### src/rtl/oddr_ctl_pkg.sv
// Shared state encoding, counter width and beat helper for the ODDR transmit sequencer.
package oddr_ctl_pkg;

  typedef enum logic [1:0] {
    ST_IDLE  = 2'd0,
    ST_LEAD  = 2'd1,
    ST_SHIFT = 2'd2,
    ST_TRAIL = 2'd3
  } oddr_state_e;

  localparam int unsigned CNT_W = 4;

  // Bit pairs needed to send one word
  function automatic int unsigned BEATS(input int unsigned data_w);
    return data_w / 2;
  endfunction

endpackage

### src/rtl/oddr_tx_sequencer.sv
// Serializes a valid/ready word stream into D0/D1 bit pairs for a Gowin ODDR and
// drives its TX tristate with programmable lead-in and hold-off around each burst.
module oddr_tx_sequencer
  import oddr_ctl_pkg::*;
#(
  parameter int unsigned DATA_W    = 8,
  parameter int unsigned LEAD_CYC  = 1,
  parameter int unsigned TRAIL_CYC = 1,
  parameter logic        IDLE_VAL  = 1'b0
) (
  input  logic              CLK,
  input  logic              RESET,
  input  logic [DATA_W-1:0] S_DATA,
  input  logic              S_VALID,
  input  logic              S_LAST,
  output logic              S_READY,
  output logic              D0,
  output logic              D1,
  output logic              TX,
  output logic              BUSY,
  output logic              UNDERRUN
);

  localparam int unsigned BEATS_N = BEATS(DATA_W);
  localparam int unsigned BEAT_W  = (BEATS_N > 1) ? $clog2(BEATS_N) : 1;
  localparam logic [BEAT_W-1:0] LAST_BEAT = BEAT_W'(BEATS_N - 1);

  if ((DATA_W % 2) != 0 || DATA_W < 2 || DATA_W > 64 || LEAD_CYC > 15 || TRAIL_CYC > 15)
  begin : g_bad_param
    $error("oddr_tx_sequencer: DATA_W must be even 2..64, LEAD_CYC/TRAIL_CYC <= 15");
  end

  oddr_state_e       state;
  logic [DATA_W-1:0] sr;
  logic              last_q;
  logic [BEAT_W-1:0] beat;
  logic [CNT_W-1:0]  cnt;
  logic              final_beat;
  logic              accept;

  assign final_beat = (state == ST_SHIFT) && (beat == LAST_BEAT);
  assign S_READY    = !RESET && ((state == ST_IDLE) || (final_beat && !last_q));
  assign accept     = S_VALID && S_READY;

  // The registered pair always shows the beat belonging to the state being entered
  always_ff @(posedge CLK) begin
    if (RESET) begin
      state    <= ST_IDLE;
      sr       <= '0;
      last_q   <= 1'b0;
      beat     <= '0;
      cnt      <= '0;
      D0       <= IDLE_VAL;
      D1       <= IDLE_VAL;
      TX       <= 1'b1;
      BUSY     <= 1'b0;
      UNDERRUN <= 1'b0;
    end else begin
      UNDERRUN <= 1'b0;
      case (state)
        ST_IDLE: begin
          if (accept) begin
            last_q <= S_LAST;
            TX     <= 1'b0;
            BUSY   <= 1'b1;
            if (LEAD_CYC == 0) begin
              state <= ST_SHIFT;
              D0    <= S_DATA[0];
              D1    <= S_DATA[1];
              sr    <= S_DATA >> 2;
              beat  <= '0;
            end else begin
              state <= ST_LEAD;
              sr    <= S_DATA;
              cnt   <= CNT_W'(LEAD_CYC - 1);
            end
          end
        end
        ST_LEAD: begin
          if (cnt == '0) begin
            state <= ST_SHIFT;
            D0    <= sr[0];
            D1    <= sr[1];
            sr    <= sr >> 2;
            beat  <= '0;
          end else begin
            cnt <= cnt - CNT_W'(1);
          end
        end
        ST_SHIFT: begin
          if (!final_beat) begin
            D0   <= sr[0];
            D1   <= sr[1];
            sr   <= sr >> 2;
            beat <= beat + BEAT_W'(1);
          end else if (accept) begin
            // Back-to-back word: first pair follows with no gap
            D0     <= S_DATA[0];
            D1     <= S_DATA[1];
            sr     <= S_DATA >> 2;
            beat   <= '0;
            last_q <= S_LAST;
          end else begin
            D0       <= IDLE_VAL;
            D1       <= IDLE_VAL;
            UNDERRUN <= !last_q;
            if (TRAIL_CYC == 0) begin
              state <= ST_IDLE;
              TX    <= 1'b1;
              BUSY  <= 1'b0;
            end else begin
              state <= ST_TRAIL;
              cnt   <= CNT_W'(TRAIL_CYC - 1);
            end
          end
        end
        ST_TRAIL: begin
          if (cnt == '0) begin
            state <= ST_IDLE;
            TX    <= 1'b1;
            BUSY  <= 1'b0;
          end else begin
            cnt <= cnt - CNT_W'(1);
          end
        end
        default: state <= ST_IDLE;
      endcase
    end
  end

endmodule

### config.mk
export PLATFORM = sky130hd
export DESIGN_NAME = oddr_tx_sequencer
export DESIGN_NICKNAME = d
export VERILOG_FILES = /design/src/rtl/oddr_ctl_pkg.sv /design/src/rtl/oddr_tx_sequencer.sv
export SDC_FILE = /design/constraint.sdc
export NUM_CORES = 1
export LEC_CHECK = 0
export CAP_MARGIN = 5
export CORE_MARGIN = 10
export CORE_UTILIZATION = 30
export DETAILED_ROUTE_END_ITERATION = 16
export GPL_ROUTABILITY_DRIVEN = 0
export PLACE_DENSITY_LB_ADDON = 0.1
export SLEW_MARGIN = 40
export SYNTH_ARGS = -nofsm -noshare
export SYNTH_HDL_FRONTEND = slang
export SYNTH_SLANG_ARGS = --single-unit
### constraint.sdc
create_clock -name CLK -period 6.5 [get_ports CLK]
set_input_delay 1.625 -clock CLK [delete_from_list [all_inputs] [get_ports CLK]]
set_output_delay 1.625 -clock CLK [all_outputs]
set_load 0.02 [all_outputs]
After elaboration in Yosys (flattened, before gate mapping)
Index checks and enable logic that the tools add are counted.
- flip-flop bits (word level): 22
- bits of input ports: 12
- logic and storage cells: 83
- $add $sub $neg: 2
- eq/ne operators: 11
- multiplexer cells: 36
- bitwise operators: 2
- reduce and logical (&&, ||, !) cells: 22
- operators with widths (cell ; number):
    2-to-1 mux 8 bit ; 4
    case mux 8 bit (3 select lines) ; 1
    2-to-1 mux 4 bit ; 4
    2-to-1 mux 2 bit ; 7
    2-to-1 mux 1 bit ; 12
    inequality test 2 bit, second input constant ; 6
    case mux 4 bit (3 select lines) ; 1
    case mux 1 bit (2 select lines) ; 5
    case mux 2 bit (4 select lines) ; 1
    AND reduction 4 bit ; 2
    == test 2 bit, second input constant ; 3
    AND reduction 3 bit ; 2
    nonzero test 2 bit ; 3
    AND reduction 5 bit ; 1
    logical AND 1 bit ; 4
    zero test 4 bit ; 1
    case mux 2 bit (2 select lines) ; 1
    AND reduction 2 bit ; 2
    OR reduction 4 bit ; 1
    subtractor 4 x 1 -> 4 bit, second input constant ; 1
    inequality test 3 bit, second input constant ; 1
    nonzero test 3 bit ; 1
    adder 2 x 1 -> 2 bit, second input constant ; 1
    == test 2 x 1 -> 1 bit, second input constant ; 1
    other kinds (5) ; 7

Longest topological paths before layout
- depth after elaboration: 9
- mapped depth: 7

Worst setup path before layout
Ideal clock, no wire load.
- path type: input to output
- from: in RESET
- to: out S_READY
- arrival time: 2.342 ns
- setup slack: 2.533 ns
- cell stages on the path: 3
- cells stage by stage: clkbuf_1 clkbuf_1 nor2_1
- word-level cells in the longest chain between the ends: 2
- ends and longest elaborated chain (item ; RTL line ; RTL):
    start: declaration ; oddr_tx_sequencer.sv:12 ; input logic RESET,
    zero test 1 bit ; oddr_tx_sequencer.sv:42 ; assign S_READY = !RESET && ((state == ST_IDLE) || (final_beat && !last_q));
    logical AND 1 bit ; oddr_tx_sequencer.sv:42 ;
    end: declaration ; oddr_tx_sequencer.sv:16 ; output logic S_READY,
No other way between the ends.

Worst setup path in the final report
Same ends and word-level chain as after synthesis.

==> summary.log <==
[status] result of the run completed
[clock_network] number of buffers created by CTS 3
[global_route] wire length of the first global-routing pass 5754 microns
[global_route] initial antenna violation count 0
[die] starting density of the core 30.99%
[logic_synthesis] Syn Std Cell Area 0.001359 sq mm
[global_route] final global-route overflow total 0
[die] Core Footprint 0.004384 sq mm
[timing] Highest Clock Rate 0.2170 GHz
[timing] slew at the pin closest to its max-slew limit 877.6 ps
[critical_path] element type at the critical path end primary output
[route] ratio of routed vias to standard cells 5.360
[clock_network] maximum count of clock buffers along a single path 2
[clock_network] H-tree depth reported by CTS 1
[die] boundary pin count 18
[logic_synthesis] total number of yosys warnings 0
[critical_path] critical setup path kind input port to primary output
[logic_synthesis] cell types with the largest area share after synthesis sky130_fd_sc_hd__dfxtp_1 (32%), sky130_fd_sc_hd__mux2i_1 (11%), sky130_fd_sc_hd__ha_1 (7.4%), sky130_fd_sc_hd__nand2_1 (5.5%), sky130_fd_sc_hd__o21ai_0 (5.5%)
[power_and_ir_drop] power density over the cells 384.2 mW/mm^2
[critical_path] data arrival time at the worst-slack endpoint 2980 ps
[route] vias 1,222
[clock_network] clock tree root buffer cell sky130_fd_sc_hd__clkbuf_8
[route] DR pass1 iterations 4
[timing] min cycle time layout 4608 ps
[power_and_ir_drop] total power 617.7 uW
[clock_network] number of hold-repair buffers added at the cts stage 0
[global_route] number of global-route vias before repair 1,195
[timing] unrepaired setup endpoints after global routing no
[placed_design] cell count after placement 225
[logic_synthesis] nets in the synthesized netlist 184
[die] row count 24
[hold_path] class of the worst hold path register to register
[route] DRC violations left 0
[logic_synthesis] dominant cell type by area after synthesis sky130_fd_sc_hd__dfxtp_1
[finish] Non-Filler Instances 228
[placed_design] number of buffers inserted by port buffering 17
[clock_network] number of sinks driven by the clock tree 22
[finish] layout overhead on the synthesized area 18.32%
[hold_path] startpoint of the worst hold path D1
[logic_synthesis] multiplexer share of the synthesized area 11.88%
[finish] fill cell count 463
[logic_synthesis] dominant combinational cell family by area after synthesis simple AND/OR/NAND/NOR gates
[timing] hold violation total from the final report 0
[power_and_ir_drop] peak ir drop on the vdd network 0.1425 mV
[route] remaining number of nets flagged by the antenna check after routing 0
[logic_synthesis] average footprint of a synthesized cell 8.285 sq um
[critical_path] required time at the endpoint of the critical path 4880 ps
[finish] most frequent cells in the layout sky130_fd_sc_hd__dfxtp_1 (22), sky130_fd_sc_hd__nand2_1 (20), sky130_fd_sc_hd__clkdlybuf4s50_1 (17)
[run] max-cap viol count 0
[die] die footprint 0.007621 sq mm
[finish] count of nets after finishing 198
[clock_network] Resize count post-CTS 0
[critical_path] Worst Path Max Fanout 22
[timing] period utilisation layout 70.90%
[route] DR iter-0 viols 84
[finish] share of layout cells above drive strength 1 6.250%
[logic_synthesis] unique cell type count in the Yosys netlist 30
[logic_synthesis] Adder-Cell Fraction of Synth Area 7.366%
[timing] pins over their slew limit 0
[clock_network] worst skew pair latency 260 ps
[timing] relative max-transition margin 41.49%
[logic_synthesis] Synth Register Bits 22
[logic_synthesis] fraction of the mapped netlist area in compound gates 19.52%
[finish] diode count 0
[die] Die Y 87.30 microns
[logic_synthesis] basic-gate share of the synthesized area counting and, or, nand and nor cells 24.31%
[global_route] largest net degree at the start of global routing 23
[logic_synthesis] Yosys top cell area share 32.41%
[critical_path] startpoint type of the worst setup path input port
[route] average wire length per cell after detail routing 15.39 microns
[clock_network] clock tree from TritonCTS yes
[finish] most common cell after layout, fill and taps aside sky130_fd_sc_hd__dfxtp_1
[placed_design] total half-perimeter wirelength after legalization and detailed placement 2510 microns
[timing] minimum hold slack 457.1 ps
[power_and_ir_drop] static power due to leakage 0.0006165 uW
[critical_path] launch instance of the worst register-to-register path state[0]
[clock_network] Clock transition at path regs 80 ps
[timing] Total Negative Setup Slacks 0 ps
[die] die extent in x 87.30 microns
[timing] final clock skew 3.308 ps
[route] Total Routed Length 3510 microns
[logic_synthesis] area share of xor/xnor cells in the synthesized design 0%
[clock_network] setup repair bufs after CTS 0
[logic_synthesis] number of standard cells after synthesis 164
[global_route] combined global-route utilization of all metal layers 9.274%
[logic_synthesis] sequential fraction of the synthesis area 32.41%
[timing] Setup-failing EPs final 0
[critical_path] launching element of the worst setup path RESET
[power breakdown]
group          internal, uW  switching (uW)  total (uW)  leakage (uW)
Combinational           143             188         330      0.000415
Clock                  41.4            43.7        85.0     0.0000216
Sequential              175            27.5         202      0.000180
Total                   359             259         618      0.000617
[flip-flops by register name, indices dropped and copies added (netlist names)]
signal    count
D0            1
beat          2
sr            8
BUSY          1
D1            1
last_q        1
state         2
TX            1
UNDERRUN      1
cnt           4
[cells in the mapped netlist]
| master | n |
|---|---|
| sky130_fd_sc_hd__nand2b_2 | 1 |
| sky130_fd_sc_hd__nor2b_1 | 6 |
| sky130_fd_sc_hd__a221oi_1 | 2 |
| sky130_fd_sc_hd__o21ba_2 | 1 |
| sky130_fd_sc_hd__nor3_1 | 1 |
| sky130_fd_sc_hd__a32o_1 | 3 |
| sky130_fd_sc_hd__nor4bb_1 | 1 |
| sky130_fd_sc_hd__and3_1 | 1 |
| sky130_fd_sc_hd__nor2_1 | 14 |
| sky130_fd_sc_hd__o211ai_1 | 2 |
| sky130_fd_sc_hd__ha_1 | 8 |
| sky130_fd_sc_hd__buf_2 | 1 |
| sky130_fd_sc_hd__inv_1 | 7 |
| sky130_fd_sc_hd__nand3b_1 | 1 |
| sky130_fd_sc_hd__a21oi_1 | 6 |
| sky130_fd_sc_hd__nand3_1 | 10 |
| sky130_fd_sc_hd__nor4_1 | 2 |
| sky130_fd_sc_hd__nor3b_1 | 3 |
| sky130_fd_sc_hd__o21ai_0 | 15 |
| sky130_fd_sc_hd__a311o_1 | 6 |
| sky130_fd_sc_hd__or3b_4 | 1 |
| sky130_fd_sc_hd__nand2_2 | 1 |
| sky130_fd_sc_hd__or3_1 | 3 |
| sky130_fd_sc_hd__nand2_1 | 20 |
| sky130_fd_sc_hd__or2_2 | 1 |
| sky130_fd_sc_hd__a2111oi_4 | 1 |
| sky130_fd_sc_hd__dfxtp_1 | 22 |
| sky130_fd_sc_hd__mux2_2 | 1 |
| sky130_fd_sc_hd__clkbuf_1 | 8 |
| sky130_fd_sc_hd__mux2i_1 | 15 |
[cells by family (layout without fill, tap and decap cells)]
kind of cell             count (synthesis)  after routing
buffers and inverters                   16             28
multiplexers                            16             16
AO/OA/AOI/OAI                           36             36
AND/OR/NAND/NOR                         66             66
adder cells (fa/ha/maj)                  8              8
flip-flops                              22             22
[layer usage]
metal	wire length (microns)	part of all wire, %	track usage (%)
met4	28	0.80	3.043
met3	177	5.0	2.996
met1	1610	46	10.54
met2	1694	48	15.87
met5	0	0	0
[critical path: stages]
cell                              delay (ps)
sky130_fd_sc_hd__clkdlybuf4s50_1         390
sky130_fd_sc_hd__buf_4                   210
sky130_fd_sc_hd__nor2_1                  130
sky130_fd_sc_hd__clkdlybuf4s50_1         620
[per-stage QoR]
| stage | cell area (sq um) | worst slack (ps) | utilization (%) |
|---|---|---|---|
| CTS | 1608 | 1885 | 36.67 |
| global placement | 1567 | 1907 | 35.73 |
| floorplan | 1359 | 2533 | - |
| global route | 1608 | 1842 | 36.67 |
| finish | 1608 | 1892 | 36.67 |
| detailed placement | 1567 | 1885 | 35.73 |
[layout make-up]
class,count,area [sq um],area share [%]
multi-input cells,126,857.1,53.31
repair buffers,18,177.7,11.05
inverters,7,26.28,1.634
flip-flops and latches,22,440.4,27.39
well taps,52,65.06,4.047
clock buffers,3,41.29,2.568
[final timing paths]
kind | to | slack [ps] | depth (start not counted)
worst min-delay path | D1 | 460 | 2
worst min register to register | D1 | 460 | 2
worst max-delay path | S_READY | 1890 | 4
worst max register to register | sr[3] | 3920 | 6
Note: power is estimated with default switching activity, not from simulation.
